## src/rtl/vga_timing_pkg.sv

```systemverilog
// Shared 640x480@60 VGA timing constants and lock-state encoding used by the
// sync generator and the sync receiver.
package vga_timing_pkg;

    // Horizontal timing in pixel clocks
    localparam int H_ACTIVE = 640;
    localparam int H_FRONT  = 16;
    localparam int H_SYNC   = 96;
    localparam int H_BACK   = 48;
    localparam int H_TOTAL  = H_ACTIVE + H_FRONT + H_SYNC + H_BACK;

    // Vertical timing in lines
    localparam int V_ACTIVE = 480;
    localparam int V_FRONT  = 10;
    localparam int V_SYNC   = 2;
    localparam int V_BACK   = 33;
    localparam int V_TOTAL  = V_ACTIVE + V_FRONT + V_SYNC + V_BACK;

    // Active level of the sync pulses
    localparam bit H_POL = 1'b0;
    localparam bit V_POL = 1'b0;

    // Consecutive good frames needed before the receiver reports lock
    localparam int LOCK_FRAMES_DEFAULT = 2;

    typedef enum logic [1:0] {
        LOCK_SEARCH  = 2'd0,
        LOCK_ACQUIRE = 2'd1,
        LOCK_LOCKED  = 2'd2
    } lock_state_e;

endpackage

```

## src/rtl/sync_edge_detect.sv

```systemverilog
// Polarity-aware trailing-edge detector for one registered sync signal.
// Flags the first inactive sample that follows an active one.
module sync_edge_detect #(
    parameter bit POLARITY = 1'b0
) (
    input  logic clk,
    input  logic rst,
    input  logic sync_s1,
    output logic trailing_edge
);

    logic sync_s2_q;
    logic sync_s2_d;

    // Second sample of the sync level, compared against the first
    always_comb begin
        sync_s2_d = sync_s1;
    end

    // Delay register; resets to the inactive level so reset cannot fake an edge
    // NOTE: clocked state uses non-blocking assignments so every flop samples
    // pre-edge values regardless of the order the blocks are evaluated in.
    always_ff @(posedge clk) begin
        if (rst) begin
            sync_s2_q <= ~POLARITY;
        end else begin
            sync_s2_q <= sync_s2_d;
        end
    end

    assign trailing_edge = (sync_s2_q == POLARITY) && (sync_s1 != POLARITY);

endmodule

```

## src/rtl/vga_sync_receiver.sv

```systemverilog
// VGA sync receiver: recovers pixel coordinates from hsync/vsync trailing
// edges, measures line and frame lengths, locks after consecutive nominal
// frames and emits a qualified pixel stream two cycles after the pins.
module vga_sync_receiver
    import vga_timing_pkg::*;
#(
    parameter int HACTIVE       = H_ACTIVE,
    parameter int VACTIVE       = V_ACTIVE,
    parameter int HBACKPORCH    = H_BACK,
    parameter int VBACKPORCH    = V_BACK,
    parameter int HTOTAL        = H_TOTAL,
    parameter int VTOTAL        = V_TOTAL,
    parameter bit HSYNCPOLARITY = H_POL,
    parameter bit VSYNCPOLARITY = V_POL,
    parameter int LOCK_FRAMES   = LOCK_FRAMES_DEFAULT
) (
    input  logic        clk,
    input  logic        rst,
    input  logic        hs_in,
    input  logic        vs_in,
    input  logic [2:0]  rin,
    input  logic [2:0]  gin,
    input  logic [1:0]  bin,
    output logic        pix_valid,
    output logic [9:0]  xpos,
    output logic [9:0]  ypos,
    output logic [2:0]  rout,
    output logic [2:0]  gout,
    output logic [1:0]  bout,
    output logic        frame_start,
    output logic        locked,
    output logic [10:0] hmeas,
    output logic [9:0]  vmeas
);

    localparam logic [10:0] HCNT_MAX   = 11'h7FF;
    localparam logic [9:0]  VCNT_MAX   = 10'h3FF;
    localparam logic [10:0] HTOTAL_C   = 11'(HTOTAL);
    localparam logic [10:0] HTIMEOUT_C = 11'(2 * HTOTAL);
    localparam logic [10:0] HACT_LO    = 11'(HBACKPORCH);
    localparam logic [10:0] HACT_HI    = 11'(HBACKPORCH + HACTIVE);
    localparam logic [9:0]  VACT_LO    = 10'(VBACKPORCH);
    localparam logic [9:0]  VACT_HI    = 10'(VBACKPORCH + VACTIVE);
    localparam logic [9:0]  VTOTAL_C   = 10'(VTOTAL);
    localparam logic [7:0]  LOCK_C     = 8'(LOCK_FRAMES);

    // Input stage (S1)
    logic       hs_s1_q;
    logic       vs_s1_q;
    logic [7:0] rgb_s1_q;

    // Edge strobes
    logic hte;
    logic vte;

    // Counters and measurements
    logic [10:0] hcnt_q, hcnt_d;
    logic [9:0]  vcnt_q, vcnt_d;
    logic [10:0] hmeas_q, hmeas_d;
    logic [9:0]  vmeas_q, vmeas_d;
    logic        vpend_q, vpend_d;
    logic        line_err_q, line_err_d;

    // Derived per-cycle values
    logic [10:0] h_cur;
    logic [9:0]  vcnt_inc;
    logic        period_bad;
    logic        vpend_now;
    logic        frame_check;
    logic        frame_good;
    logic        timeout;

    // Lock FSM
    lock_state_e state_q, state_d;
    logic [7:0]  good_cnt_q, good_cnt_d;

    // Output register
    logic        pix_valid_q, pix_valid_d;
    logic [9:0]  xpos_q, xpos_d;
    logic [9:0]  ypos_q, ypos_d;
    logic [7:0]  rgb_q, rgb_d;
    logic        frame_start_q, frame_start_d;
    logic [10:0] x_full;
    logic [9:0]  y_full;
    logic        pix_ok;

    // Register every pin once; syncs reset to their inactive level
    always_ff @(posedge clk) begin
        if (rst) begin
            hs_s1_q  <= ~HSYNCPOLARITY;
            vs_s1_q  <= ~VSYNCPOLARITY;
            rgb_s1_q <= '0;
        end else begin
            hs_s1_q  <= hs_in;
            vs_s1_q  <= vs_in;
            rgb_s1_q <= {rin, gin, bin};
        end
    end

    sync_edge_detect #(.POLARITY(HSYNCPOLARITY)) u_hs_edge (
        .clk           (clk),
        .rst           (rst),
        .sync_s1       (hs_s1_q),
        .trailing_edge (hte)
    );

    sync_edge_detect #(.POLARITY(VSYNCPOLARITY)) u_vs_edge (
        .clk           (clk),
        .rst           (rst),
        .sync_s1       (vs_s1_q),
        .trailing_edge (vte)
    );

    // Position counters, measurements and the per-frame error flag.
    // Line errors accumulate over a whole frame and are consumed by the frame
    // check, which is the HTE that acts on a pending vsync edge.
    // NOTE: every variable assigned in an always_comb gets a value on every
    // path (defaults first), otherwise synthesis infers a latch.
    always_comb begin
        h_cur       = hte ? 11'd0 : hcnt_q;
        hcnt_d      = (h_cur == HCNT_MAX) ? h_cur : h_cur + 11'd1;
        period_bad  = hte && (hcnt_q != HTOTAL_C);
        hmeas_d     = hte ? hcnt_q : hmeas_q;
        vpend_now   = vpend_q || vte;
        frame_check = hte && vpend_now;
        vcnt_inc    = vcnt_q + 10'd1;

        vcnt_d     = vcnt_q;
        vmeas_d    = vmeas_q;
        vpend_d    = vpend_now;
        line_err_d = line_err_q || period_bad;

        if (frame_check) begin
            vcnt_d     = '0;
            vmeas_d    = vcnt_inc;
            vpend_d    = 1'b0;
            line_err_d = 1'b0;
        end else if (hte) begin
            vcnt_d = (vcnt_q == VCNT_MAX) ? vcnt_q : vcnt_inc;
        end

        frame_good = !(line_err_q || period_bad) && (vcnt_inc == VTOTAL_C);
        timeout    = (h_cur >= HTIMEOUT_C);
    end

    // Lock state machine: advances on frame checks, falls back on hsync loss
    always_comb begin
        state_d    = state_q;
        good_cnt_d = good_cnt_q;

        if (timeout) begin
            state_d    = LOCK_SEARCH;
            good_cnt_d = '0;
        end else if (frame_check) begin
            unique case (state_q)
                LOCK_SEARCH: begin
                    state_d    = LOCK_ACQUIRE;
                    good_cnt_d = '0;
                end
                LOCK_ACQUIRE: begin
                    if (frame_good) begin
                        good_cnt_d = good_cnt_q + 8'd1;
                        if (good_cnt_q + 8'd1 >= LOCK_C) begin
                            state_d = LOCK_LOCKED;
                        end
                    end else begin
                        good_cnt_d = '0;
                    end
                end
                LOCK_LOCKED: begin
                    if (!frame_good) begin
                        state_d    = LOCK_ACQUIRE;
                        good_cnt_d = '0;
                    end
                end
                default: begin
                    state_d    = LOCK_SEARCH;
                    good_cnt_d = '0;
                end
            endcase
        end
    end

    // Qualify the S1 pixel: inside the active window and locked
    always_comb begin
        x_full        = h_cur - HACT_LO;
        y_full        = vcnt_q - VACT_LO;
        pix_ok        = (h_cur >= HACT_LO) && (h_cur < HACT_HI) &&
                        (vcnt_q >= VACT_LO) && (vcnt_q < VACT_HI) &&
                        (state_q == LOCK_LOCKED);
        pix_valid_d   = pix_ok;
        xpos_d        = pix_ok ? x_full[9:0] : 10'd0;
        ypos_d        = pix_ok ? y_full : 10'd0;
        rgb_d         = pix_ok ? rgb_s1_q : 8'd0;
        frame_start_d = pix_ok && (x_full == 11'd0) && (y_full == 10'd0);
    end

    // State, counter and output registers
    always_ff @(posedge clk) begin
        if (rst) begin
            hcnt_q        <= '0;
            vcnt_q        <= '0;
            hmeas_q       <= '0;
            vmeas_q       <= '0;
            vpend_q       <= 1'b0;
            line_err_q    <= 1'b0;
            state_q       <= LOCK_SEARCH;
            good_cnt_q    <= '0;
            pix_valid_q   <= 1'b0;
            xpos_q        <= '0;
            ypos_q        <= '0;
            rgb_q         <= '0;
            frame_start_q <= 1'b0;
        end else begin
            hcnt_q        <= hcnt_d;
            vcnt_q        <= vcnt_d;
            hmeas_q       <= hmeas_d;
            vmeas_q       <= vmeas_d;
            vpend_q       <= vpend_d;
            line_err_q    <= line_err_d;
            state_q       <= state_d;
            good_cnt_q    <= good_cnt_d;
            pix_valid_q   <= pix_valid_d;
            xpos_q        <= xpos_d;
            ypos_q        <= ypos_d;
            rgb_q         <= rgb_d;
            frame_start_q <= frame_start_d;
        end
    end

    assign pix_valid   = pix_valid_q;
    assign xpos        = xpos_q;
    assign ypos        = ypos_q;
    assign rout        = rgb_q[7:5];
    assign gout        = rgb_q[4:2];
    assign bout        = rgb_q[1:0];
    assign frame_start = frame_start_q;
    assign locked      = (state_q == LOCK_LOCKED);
    assign hmeas       = hmeas_q;
    assign vmeas       = vmeas_q;

endmodule

```

## config.mk

```make
export PLATFORM = sky130hd
export DESIGN_NAME = vga_sync_receiver
export DESIGN_NICKNAME = d
export VERILOG_FILES = /design/src/rtl/vga_timing_pkg.sv /design/src/rtl/sync_edge_detect.sv /design/src/rtl/vga_sync_receiver.sv
export SDC_FILE = /design/constraint.sdc
export NUM_CORES = 1
export LEC_CHECK = 0
export CAP_MARGIN = 20
export CELL_PAD_IN_SITES_DETAIL_PLACEMENT = 0
export CELL_PAD_IN_SITES_GLOBAL_PLACEMENT = 1
export CORE_MARGIN = 2
export CORE_UTILIZATION = 40
export DETAILED_ROUTE_END_ITERATION = 10
export PLACE_DENSITY_LB_ADDON = 0.1
export SYNTH_ARGS = -nofsm -noshare
export SYNTH_HDL_FRONTEND = slang
export SYNTH_SLANG_ARGS = --single-unit
```

## constraint.sdc

```tcl
create_clock -name clk -period 3.6 [get_ports clk]
set_input_delay 0.54 -clock clk [delete_from_list [all_inputs] [get_ports clk]]
set_output_delay 0.54 -clock clk [all_outputs]
set_load 0.01 [all_outputs]
```

**Word-level counts from Yosys, hierarchy flattened**

Index checks and enable logic that the tools add are counted.

- Register bits after elaboration: 96
- Input port bits: 12
- Output and inout bits: 52
- Logic and storage cells: 74

- Equality and inequality tests: 9
- Add/sub/neg operators: 5
- Bitwise gates (word level): 4
- Reduce and logical (&&, ||, !) cells: 23
- $lt $le $gt $ge: 6
- Mux-type cells: 9

Operator list:

| operator | count |
|---|---|
| 2-to-1 mux 11 bit | 2 |
| == test 10 bit (second input constant) | 2 |
| 2-to-1 mux 8 bit | 2 |
| one-hot mux 8 bit (2 select lines) | 1 |
| adder 11 x 1 -> 11 bit (second input constant) | 1 |
| == test 11 bit (second input constant) | 1 |
| >= comparator 11 bit (second input constant) | 1 |
| >= comparator 11 x 6 -> 1 bit (second input constant) | 1 |
| logical AND 1 bit | 11 |
| zero test 11 bit | 1 |
| < comparator 11 x 10 -> 1 bit (second input constant) | 1 |
| inequality test 11 x 10 -> 1 bit (second input constant) | 1 |
| subtractor 11 x 6 -> 11 bit (second input constant) | 1 |
| adder 10 x 1 -> 10 bit (second input constant) | 1 |
| >= comparator 10 x 6 -> 1 bit (second input constant) | 1 |
| zero test 10 bit | 1 |
| < comparator 10 bit (second input constant) | 1 |
| subtractor 10 x 6 -> 10 bit (second input constant) | 1 |
| adder 8 x 1 -> 8 bit (second input constant) | 1 |
| >= comparator 8 x 2 -> 1 bit (second input constant) | 1 |
| 2-to-1 mux 2 bit | 3 |
| inequality test 2 bit (second input constant) | 3 |
| one-hot mux 2 bit (3 select lines) | 1 |
| OR reduction 2 bit | 3 |
| other kinds (8) | 13 |

**Depth between registers and ports, before layout**

- Depth in word-level cells: 10
- Depth in mapped cells: 13

**Hierarchy**

Synthesis repeated with hierarchy kept, for this count alone.

- Cell total of the unflattened synthesis: 510
- Area total of the unflattened synthesis: 4398.0 um^2

By module, submodules not included:

| module | sequential area each (um^2) | area each (um^2) | times used | cells an instance |
|---|---|---|---|---|
| vga_sync_receiver | 1881.8 | 4332.9 | 1 | 504 |
| sync_edge_detect | 20.0 | 32.5 | 2 | 3 |

**Worst setup path after synthesis**

OpenSTA, ideal clock, no wires.

- Kind: flip-flop to flip-flop
- Start: reg u_hs_edge.sync_s2_q
- End: reg hcnt_q[3]
- Buffers on the path: 3
- Arrival time: 2.494 ns
- Path slack: 0.975 ns
- Cell stages (with the launch flop): 14
- Path through: dfxtp_1 nand2b_1 clkbuf_1 clkbuf_1 nand2_1 inv_1 ha_1 clkbuf_1 nand2_1 nor4b_2 nand2_1 nand4_1 xor2_1 nor3_1

- Word-level cells in the longest chain between the ends: 5

RTL lines:

| element | line | text |
|---|---|---|
| from (decl) | sync_edge_detect.sv:12 | `logic sync_s2_q;` |
| from (signal assigned) | sync_edge_detect.sv:25 | `sync_s2_q <= ~POLARITY;` |
| from (signal assigned) | sync_edge_detect.sv:27 | `sync_s2_q <= sync_s2_d;` |
| NOT 1 bit (*) | sync_edge_detect.sv:31 | `assign trailing_edge = (sync_s2_q == POLARITY) && (sync_s1 != POLARITY);` |
| logical AND 1 bit (*) | sync_edge_detect.sv:31 |  |
| 2-to-1 mux 11 bit (*) | vga_sync_receiver.sv:120 | `h_cur = hte ? 11'd0 : hcnt_q;` |
| adder 11 x 1 -> 11 bit / == test 11 bit (equally long branches) | vga_sync_receiver.sv:121 | `hcnt_d = (h_cur == HCNT_MAX) ? h_cur : h_cur + 11'd1;` |
| 2-to-1 mux 11 bit (*) | vga_sync_receiver.sv:121 |  |
| to (signal assigned) | vga_sync_receiver.sv:215 | `hcnt_q <= hcnt_d;` |
| to (decl) | vga_sync_receiver.sv:57 | `logic [10:0] hcnt_q, hcnt_d;` |

Mark *: on every way between the ends. The rest lies on a longest branch, timed or not.
A chain may end at the register's enable or synchronous reset.

**Worst setup path after layout**

Ends and elaborated chain as after synthesis.

==> results.sh <==
export IMPL_cts_sinks=96
export IMPL_cp_required_ns=3.85
export IMPL_io_buffers=63
export IMPL_ys_warn_count=0
export IMPL_gr_total_overflow=0
export IMPL_vias_per_cell=5.19
export IMPL_grt_use_total_pct=18.3
export IMPL_ant_nets=0
export IMPL_boundaryPins=64
export IMPL_synth_seq_area_share_pct=44.5
export IMPL_hp_class="reg2reg"
export IMPL_final_nets=583
export IMPL_ys_ff_latch=96
export IMPL_clock_latency_ns=0.37
export IMPL_yosys_most_used_dff="dfxtp_1"
export IMPL_synth_top_cell_area_share_pct=44.5
export IMPL_p_int_uw=1420
export IMPL_synth_nets=540
export IMPL_fillCellCount=1034
export IMPL_fin_crit_sh_pct=72.4
export IMPL_coreArea_um2=10400
export IMPL_synth_edf_count=0
export IMPL_clk_pin_slew_ns=0.10
export IMPL_grt_pass1_wl_mm=16.9
export IMPL_num_vias=3649
export IMPL_drc=0
export IMPL_wl_mm=10.1
export IMPL_cap_violations=0
export IMPL_crit_type="reg2reg"
export IMPL_stdcell_area_um2=5200
export IMPL_critPathArrivalTime_ns=2.86
export IMPL_critPathLaunchType="flip-flop"
export IMPL_max_freq_mhz=384
export IMPL_syn_area_um2=4320
export IMPL_dpl_instance_area_um2=5000
export IMPL_instances_no_fill=703
export IMPL_chipWidth_um=108
export IMPL_cp_max_fo=10
export IMPL_grt_start_max_net_pins=47
export IMPL_num_rows=37
export IMPL_htree_levels=3
export IMPL_p_comb_share_pct=5.1
export IMPL_diodes=0
export IMPL_status="finished clean"
export IMPL_hpwl_mm=6.95
export IMPL_finalCriticalPeriod_ns=2.61
export IMPL_p_sw_share_pct=24.7
export IMPL_cts_made_buffers=9
export IMPL_ctsRootBufferMaster="clkbuf_8"
export IMPL_rsz0062_at_grt="no"
export IMPL_worstMarginPinSlew_ns=1.03
export IMPL_p_total_uw=1880
export IMPL_synth_area_per_cell_um2=8.32
export IMPL_grt_pass1_vias=3487
export IMPL_clk_path_buf_depth=2
export IMPL_postCtsSetupBuffers=0
export IMPL_p_per_area_nw_per_um2=363
export IMPL_synthTopCellsByCount="dfxtp_1 (96), nor2_1 (69), nand2_1 (64), a21oi_1 (34), clkbuf_1 (24)"
export IMPL_yosys_top_cells_area="dfxtp_1 (45%), nor2_1 (6.0%), nand2_1 (5.6%)"
export IMPL_die_h_um=108
export IMPL_seq_power_share_pct=57.8
export IMPL_yosys_area_top_type="dfxtp_1"
export IMPL_finalCoreUtilization_pct=49.9
export IMPL_ir_drop_mv=0.187
export IMPL_clock_power_share_pct=37.1
export IMPL_areaGrowthSynthToFinish_pct=20.3
export IMPL_switching_power_uw=465
export IMPL_dr_pass1_iters=5
export IMPL_gp_congestion=0.837
export IMPL_slew_viol_final=0
export IMPL_avgRoutedWirePerCell_um=14.3
export IMPL_post_cts_resized=0
export IMPL_antenna_found_initial=0
export IMPL_netlist_instances=519
export IMPL_finalSetupViolations=0
export IMPL_cts_tree="built"
export IMPL_design_die_area_um2=11600
export IMPL_synthDistinctLibCells=56
export IMPL_synthArstFlopShare_pct=0
export IMPL_first_iter_violations=213
export IMPL_initial_core_util_pct=41.5
export IMPL_maxSlewHeadroom_pct=31.0
export IMPL_holdBufCountCts=0
export IMPL_drive_above_1_share_pct=6.35
export IMPL_cp_end_kind="flip-flop"
export IMPL_dp_cells=687
export IMPL_fin_tns_setup_ns=0
export IMPL_hold_violations=0
export IMPL_fin_worst_skew_ns=0.0114
export IMPL_power_leakage_uw=0.00188
export IMPL_yosysMostFrequentCell="dfxtp_1"
==> power groups by stage <==
stage,clock network [uW],registers (uW),logic [uW]
global placement,0,1110,96.8
finish,699,1090,96.5
CTS,722,1090,97.5
global route,769,1090,108
detailed placement,0,1110,96.7
floorplan,0,1110,66.0
==> metrics by stage <==
stage          setup WS, ns  hold slack (ns)
2_1_floorplan         0.975            0.394
3_3_place_gp           1.07            0.396
3_5_place_dp           1.04            0.402
4_1_cts                1.02            0.417
5_1_grt               0.715            0.426
6_report              0.994            0.414
==> critical path, cell delays in order, from the launching register on <==
cell and delay (ns):
dfxtp_1 0.35, nand2b_1 0.26, nand2_1 0.13, inv_1 0.09
ha_1 0.34, nand2_1 0.17, nor4b_2 0.38, nand2_1 0.35
nand4_1 0.21, xor2_1 0.16, nor3_1 0.05
==> kinds of logic after synthesis <==
kind of cell    Yosys count  share of synthesized area (%)
compound gates           91                           13.8
xor+xnor                 34                           6.90
fa+ha+maj                 9                           2.61
buf+inv                  58                           5.62
flops                    96                           44.5
mux                       4                          0.956
simple gates            227                           25.6
==> layer usage <==
metal	vias up	global-route usage [%]	part of all wire [%]	wire length, um
met4	0	7.78	1.5	155
met1	1712	25.7	51	5110
met3	11	3.51	4.9	491
met5	-	0	0	0
li1	1839	-	-	-
met2	87	27.3	43	4310
==> cell type report <==
cell class | count | area, um^2 | share of cell area (%)
timing repair buffer | 69 | 676 | 13.0
inverter | 21 | 78.8 | 1.52
tap | 136 | 170 | 3.27
clock buffer | 11 | 151 | 2.91
multi-input combinational | 365 | 2150 | 41.4
sequential | 96 | 1920 | 37.0
clock inverter | 5 | 45.0 | 0.867
==> worst paths after layout <==
kind | start | endpoint | slack [ns] | depth (start not counted)
setup reg to reg | u_hs_edge.sync_s2_q | hcnt_q[3] | 0.99 | 10
setup / recovery | u_hs_edge.sync_s2_q | hcnt_q[3] | 0.99 | 10
hold reg to reg | rgb_s1_q[0] | rgb_q[0] | 0.41 | 2
hold / removal | rgb_s1_q[0] | rgb_q[0] | 0.41 | 2
==> layout by cell type, fill, tap and decap left out, drive strengths merged, types with 13 or more instances in the layout <==
cell type      synthesis  routed
dfxtp                 96      96
nor2                  69      69
nand2                 64      64
clkdlybuf4s50          0      63
a21oi                 34      34
inv                   21      25
xnor2                 21      21
nor2b                 15      15
nor3                  14      14
xor2                  13      13
==> flip-flops by register name, indices dropped and copies added, names as in the netlist, 2 cells and up <==
| signal | count |
|---|---|
| good_cnt_q | 8 |
| hcnt_q | 11 |
| hmeas | 11 |
| rgb_q | 8 |
| rgb_s1_q | 8 |
| state_q | 2 |
| vcnt_q | 10 |
| vmeas | 10 |
| xpos | 10 |
| ypos | 10 |
No activity file was read; power rests on OpenSTA's default activity.
